<file path="src/rtl/eth_rx_deframer.sv">
// eth_rx_deframer: GMII receive deframer for the clk_phy domain.
// Strips preamble/SFD, checks CRC-32 residue and frame length, and emits the
// payload through a short delay line with an end-of-frame status pulse.
// Build option: ETH_RX_FCS_STRIP_EN removes the 4-byte FCS from the output
// stream (5-byte delay line); undefined forwards the FCS (1-byte delay line).
module eth_rx_deframer #(
    parameter int unsigned MIN_FRAME_LEN = 64,
    parameter int unsigned MAX_FRAME_LEN = 1518
) (
    input  logic        clk_phy,
    input  logic        rst_n_phy,
    input  logic        gmii_rx_dv,
    input  logic        gmii_rx_err,
    input  logic [7:0]  gmii_rx_data,
    output logic        m_valid,
    output logic [7:0]  m_data,
    output logic        m_last,
    output logic        stat_valid,
    output logic        stat_good,
    output logic        stat_fcs_err,
    output logic        stat_len_err,
    output logic        stat_phy_err,
    output logic [10:0] stat_len
);

`ifdef ETH_RX_FCS_STRIP_EN
    localparam int unsigned DEPTH = 5;
`else
    localparam int unsigned DEPTH = 1;
`endif
    localparam int unsigned   FW          = $clog2(DEPTH + 1);
    localparam logic [FW-1:0] FULL        = FW'(DEPTH);
    localparam logic [31:0]   CRC_RESIDUE = 32'hDEBB20E3;
    localparam logic [10:0]   MIN_LEN     = 11'(MIN_FRAME_LEN);
    localparam logic [10:0]   MAX_LEN     = 11'(MAX_FRAME_LEN);

    typedef enum logic [1:0] {IDLE, PREAMBLE, DATA, DROP} state_t;

    state_t              state, state_next;
    logic [31:0]         crc;
    logic [10:0]         len_cnt;
    logic                phy_err;
    logic [FW-1:0]       fill;
    logic [DEPTH*8-1:0]  dly;
    logic [DEPTH*8-1:0]  dly_in;
    logic                sfd, data_byte, frame_end, full, fcs_err, len_err, emit;

    function automatic logic [31:0] crc_update(input logic [31:0] c, input logic [7:0] d);
        logic [31:0] r;
        r = c ^ {24'h0, d};
        for (int unsigned i = 0; i < 8; i++) begin
            r = r[0] ? ((r >> 1) ^ 32'hEDB88320) : (r >> 1);
        end
        return r;
    endfunction

    // Oldest byte lives in dly[7:0]; new bytes enter at the top.
    if (DEPTH > 1) begin : g_shift
        assign dly_in = {gmii_rx_data, dly[DEPTH*8-1:8]};
    end else begin : g_single
        assign dly_in = gmii_rx_data;
    end

    // Next-state decode and per-cycle frame events.
    always_comb begin
        state_next = state;
        sfd        = 1'b0;
        case (state)
            IDLE: begin
                if (gmii_rx_dv) state_next = (gmii_rx_data == 8'h55) ? PREAMBLE : DROP;
            end
            PREAMBLE: begin
                if (!gmii_rx_dv) begin
                    state_next = IDLE;
                end else if (gmii_rx_err || (gmii_rx_data != 8'h55 && gmii_rx_data != 8'hD5)) begin
                    state_next = DROP;
                end else if (gmii_rx_data == 8'hD5) begin
                    state_next = DATA;
                    sfd        = 1'b1;
                end
            end
            DATA:    if (!gmii_rx_dv) state_next = IDLE;
            DROP:    if (!gmii_rx_dv) state_next = IDLE;
            default: state_next = IDLE;
        endcase
        data_byte = (state == DATA) && gmii_rx_dv;
        frame_end = (state == DATA) && !gmii_rx_dv;
        full      = (fill == FULL);
        emit      = full && (data_byte || frame_end);
        fcs_err   = (crc != CRC_RESIDUE);
        len_err   = (len_cnt < MIN_LEN) || (len_cnt > MAX_LEN);
    end

    // State register.
    always_ff @(posedge clk_phy or negedge rst_n_phy) begin
        if (!rst_n_phy) state <= IDLE;
        else            state <= state_next;
    end

    // Per-frame accumulators: CRC, saturating length, sticky PHY error, delay line.
    always_ff @(posedge clk_phy or negedge rst_n_phy) begin
        if (!rst_n_phy) begin
            crc     <= '1;
            len_cnt <= '0;
            phy_err <= 1'b0;
            fill    <= '0;
            dly     <= '0;
        end else if (sfd) begin
            crc     <= '1;
            len_cnt <= '0;
            phy_err <= 1'b0;
            fill    <= '0;
        end else if (data_byte) begin
            crc <= crc_update(crc, gmii_rx_data);
            if (len_cnt != '1) len_cnt <= len_cnt + 11'd1;
            if (gmii_rx_err)   phy_err <= 1'b1;
            dly <= dly_in;
            if (!full) fill <= fill + FW'(1);
        end
    end

    // Registered output stream and end-of-frame status.
    always_ff @(posedge clk_phy or negedge rst_n_phy) begin
        if (!rst_n_phy) begin
            m_valid      <= 1'b0;
            m_data       <= '0;
            m_last       <= 1'b0;
            stat_valid   <= 1'b0;
            stat_good    <= 1'b0;
            stat_fcs_err <= 1'b0;
            stat_len_err <= 1'b0;
            stat_phy_err <= 1'b0;
            stat_len     <= '0;
        end else begin
            m_valid      <= emit;
            m_last       <= full && frame_end;
            if (emit) m_data <= dly[7:0];
            stat_valid   <= frame_end;
            stat_good    <= frame_end && !(fcs_err || len_err || phy_err);
            stat_fcs_err <= frame_end && fcs_err;
            stat_len_err <= frame_end && len_err;
            stat_phy_err <= frame_end && phy_err;
            stat_len     <= frame_end ? len_cnt : '0;
        end
    end

endmodule
</file>
<file path="config.mk">
export PLATFORM = sky130hd
export DESIGN_NAME = eth_rx_deframer
export DESIGN_NICKNAME = d
export VERILOG_FILES = /design/src/rtl/eth_rx_deframer.sv
export SDC_FILE = /design/constraint.sdc
export NUM_CORES = 1
export LEC_CHECK = 0
export CORE_MARGIN = 2
export CORE_UTILIZATION = 43
export CTS_BUF_LIST = sky130_fd_sc_hd__clkbuf_4 sky130_fd_sc_hd__clkbuf_8
export DETAILED_ROUTE_END_ITERATION = 16
export DONT_BUFFER_PORTS = 1
export HOLD_SLACK_MARGIN = 0.12
export PLACE_DENSITY_LB_ADDON = 0.05
export SYNTH_ARGS = -nofsm -noshare
export SYNTH_HDL_FRONTEND = slang
export SYNTH_SLANG_ARGS = --single-unit
</file>
<file path="constraint.sdc">
create_clock -name clk_phy -period 1.7 [get_ports clk_phy]
set_input_delay 0.255 -clock clk_phy [delete_from_list [all_inputs] [get_ports clk_phy]]
set_output_delay 0.255 -clock clk_phy [all_outputs]
set_load 0.02 [all_outputs]
</file>
==> run metrics <==
P&R area growth vs syn=37.8%; failing checks=negative hold slack, negative setup slack; site row count=35; DR vias=2929; slew margin rel.=0.607; Worst-Skew Late Latency=0.35 ns; gr usage total=0.196; number of max-cap violations=0; most numerous cell in the Yosys netlist=dfrtp_1; Ys Warns=0; max-slew violations=0; most used flip-flop cell after synthesis=dfrtp_1; fill cell count=767; Yosys top cell by area=dfrtp_1; critical path's slowest cell=dfrtp_1; Core Box Area=9200 sq um; final wirelength=10.0 mm; n_diodes=0; Final nets=460; status=complete, but fails checks; layout cell share with drive strength beyond 1=0.476; Max Root-Sink Buffers=2; via count of the first global-routing pass=2826; Num CTS Buffers=9; pre-CTS WS=-0.271 ns; FF/Latch Area=2070 sq um; final setup margin=-0.100 ns; synthesized cell area=4080 sq um; WL/cell=17.8 um; Worst-Margin Slew=0.590 ns; Remaining DRCs=0; initial antenna violation count=0; Multi-input gate area=2350 sq um; WP data arrival=2.07 ns; drt pass-1 iters=4; Syn Inst Count=363; post-synthesis sequential area ratio=0.507; CTS tree=built; DP HPWL=6.24 mm; FMAX=556 MHz; VDD IR max=1.58 mV; Setup CP Type=flop to flop; clock period minus worst slack=1.80 ns; Post-Layout Cell Count=563; Die W=101 um; Worst Hold Margin=-0.414 ns; ranking of synthesized cells by area=dfrtp_1 (30%), dfstp_2 (21%), xnor2_1 (9.0%), xnor2_4 (6.1%), xor2_1 (4.7%); largest net degree at the start of global routing=82; Worst Setup Start Kind=flop; Synth Register Bits=81; I/O Pins=38; clock slew at reported path FFs=0.09 ns; Power Density=2210 nW/um^2; PortBufs=0; fin crit share=1.06; Die Area=10300 sq um; Die H=101 um; Initial DRC Count=105; CP max stage delay=0.40 ns; Critical Path RT=1.97 ns; worst hold-check path type=input port to async pin; share of the synthesized area in the top cell type=0.301; distinct cell type count after synthesis=42; H-Tree Depth=3; crit-path cells=nand4bb_1 > nor4_2 > and2_4 > clkbuf_16 > nor3_2 > a21oi_1; DP Cell Count=518; async set-reset flop share out of synthesis=1.00; Crit Path Max Fanout=7; final RePlAce weighted congestion=0.779; Clock Skew=0.0166 ns; Setup crit end kind=flop; Synth top cells by count=dfrtp_1 (49), xnor2_1 (42), nand2_1 (39); EDFF count, synth=0; global-route wire length before repair=15.2 mm; final hold vios=81; leak pwr=2.34 nW; Final setup violation count=28; root buf cell=clkbuf_8; DR vias/cell=5.20; Starting Density=0.443; Congestion Overflow GR=0; Syn Area/Cell=11.2 sq um; CP top delay family=simple AND/OR/NAND/NOR gates; unrepaired setup endpoints after global routing=yes; clk sinks=81; post-route ant nets=0; buffer and inverter count on the worst path=1; Net Count, Synth=376
-- power breakdown --
part | total (mW) | internal (mW) | switching (mW)
Clock | 1.58 | 0.861 | 0.716
Sequential | 3.36 | 2.75 | 0.604
Combinational | 7.47 | 4.18 | 3.30
-- path summary, 6_finish.rpt --
check / startpoint / endpoint / slack (ns) / cells after the start
min reg2reg: phy_err / stat_good / 0.46 / 1
max in group asynchronous: rst_n_phy / crc[7] / 1.89 / 0
min in group clk_phy: gmii_rx_dv / stat_good / 0.15 / 2
min: rst_n_phy / dly[4] / -0.41 / 0
max: state[1] / crc[22] / -0.10 / 6
max reg2reg: state[1] / crc[22] / -0.10 / 6
-- logic make-up after synthesis --
family	after synthesis	synth area share
muxes	9	0.0246
xor gates and xnor gates	78	0.220
AOI/OAI and AO/OA	48	0.0672
adders and majority gates	1	0.00307
DFF	81	0.507
and+or+nand+nor	126	0.158
buffers and inverters	20	0.0203
-- timing repair --
item / CTS / global route
hold endpoints to repair: 93 / 82
endpoints found under the setup margin: 9 / 44
setup buffers: 2 / 11
pin swaps: 8 / 19
hold buffers: 10 / 1
gates cloned: 0 / 5
resized for setup: 4 / 94
-- area by class of cell --
| class | count | share of cell area |
|---|---|---|
| well taps | 111 | 0.0247 |
| repair buffers | 89 | 0.146 |
| flip-flops and latches | 81 | 0.368 |
| inverters | 4 | 0.00267 |
| clock buffers | 11 | 0.0247 |
| clock inverters | 5 | 0.0145 |
| multi-input cells | 262 | 0.419 |
-- per-stage QoR --
step	TNS, ns	hold slack, ns	utilization	power [mW]	cell area, sq um
2_1_floorplan	-0.101	-0.0406	-	7.41	4080
6_report	-0.832	-0.414	0.611	12.4	5620
3_3_place_gp	-0.571	-0.0390	0.501	9.42	4610
5_1_grt	-3.78	-0.446	0.611	13.3	5620
3_5_place_dp	-0.779	-0.0390	0.501	9.43	4610
4_1_cts	-0.435	-0.428	0.540	11.2	4970
-- cells in the final DEF (no fill, tap or decap), drive strengths merged, types with 2 or more instances in the layout --
cell type	netlist	final
dlygate4sd3	0	11
or4	3	3
dfrtp	49	49
nand2	39	39
o211ai	5	5
buf	4	75
dfstp	32	32
xor2	22	22
nand4b	2	2
and2	14	14
a21oi	29	29
or3	2	2
clkbuf	12	14
nor4	3	3
nor3	30	30
inv	4	4
nor2	13	13
nand4bb	2	2
o21ai	8	8
nand3	6	6
clkinv	0	2
bufinv	0	2
mux2	8	8
a2111oi	2	2
nand4	3	3
nor2b	2	2
xnor2	55	55
-- flip-flops by register name (all words and copies together), names as in the netlist, 2 cells and up --
signal,count
crc,32
len_cnt,11
stat_len,11
dly,8
m_data,8
state,2
-- layer usage --
metal  up-vias  global-route usage  part of all wire
met5         -                   0                 0
met4         0              0.0561             0.018
met3        14              0.0290             0.027
met2        50               0.315              0.50
met1      1458               0.277              0.45
li1       1407                   -                 -
Note: power is estimated with default switching activity, not from simulation.
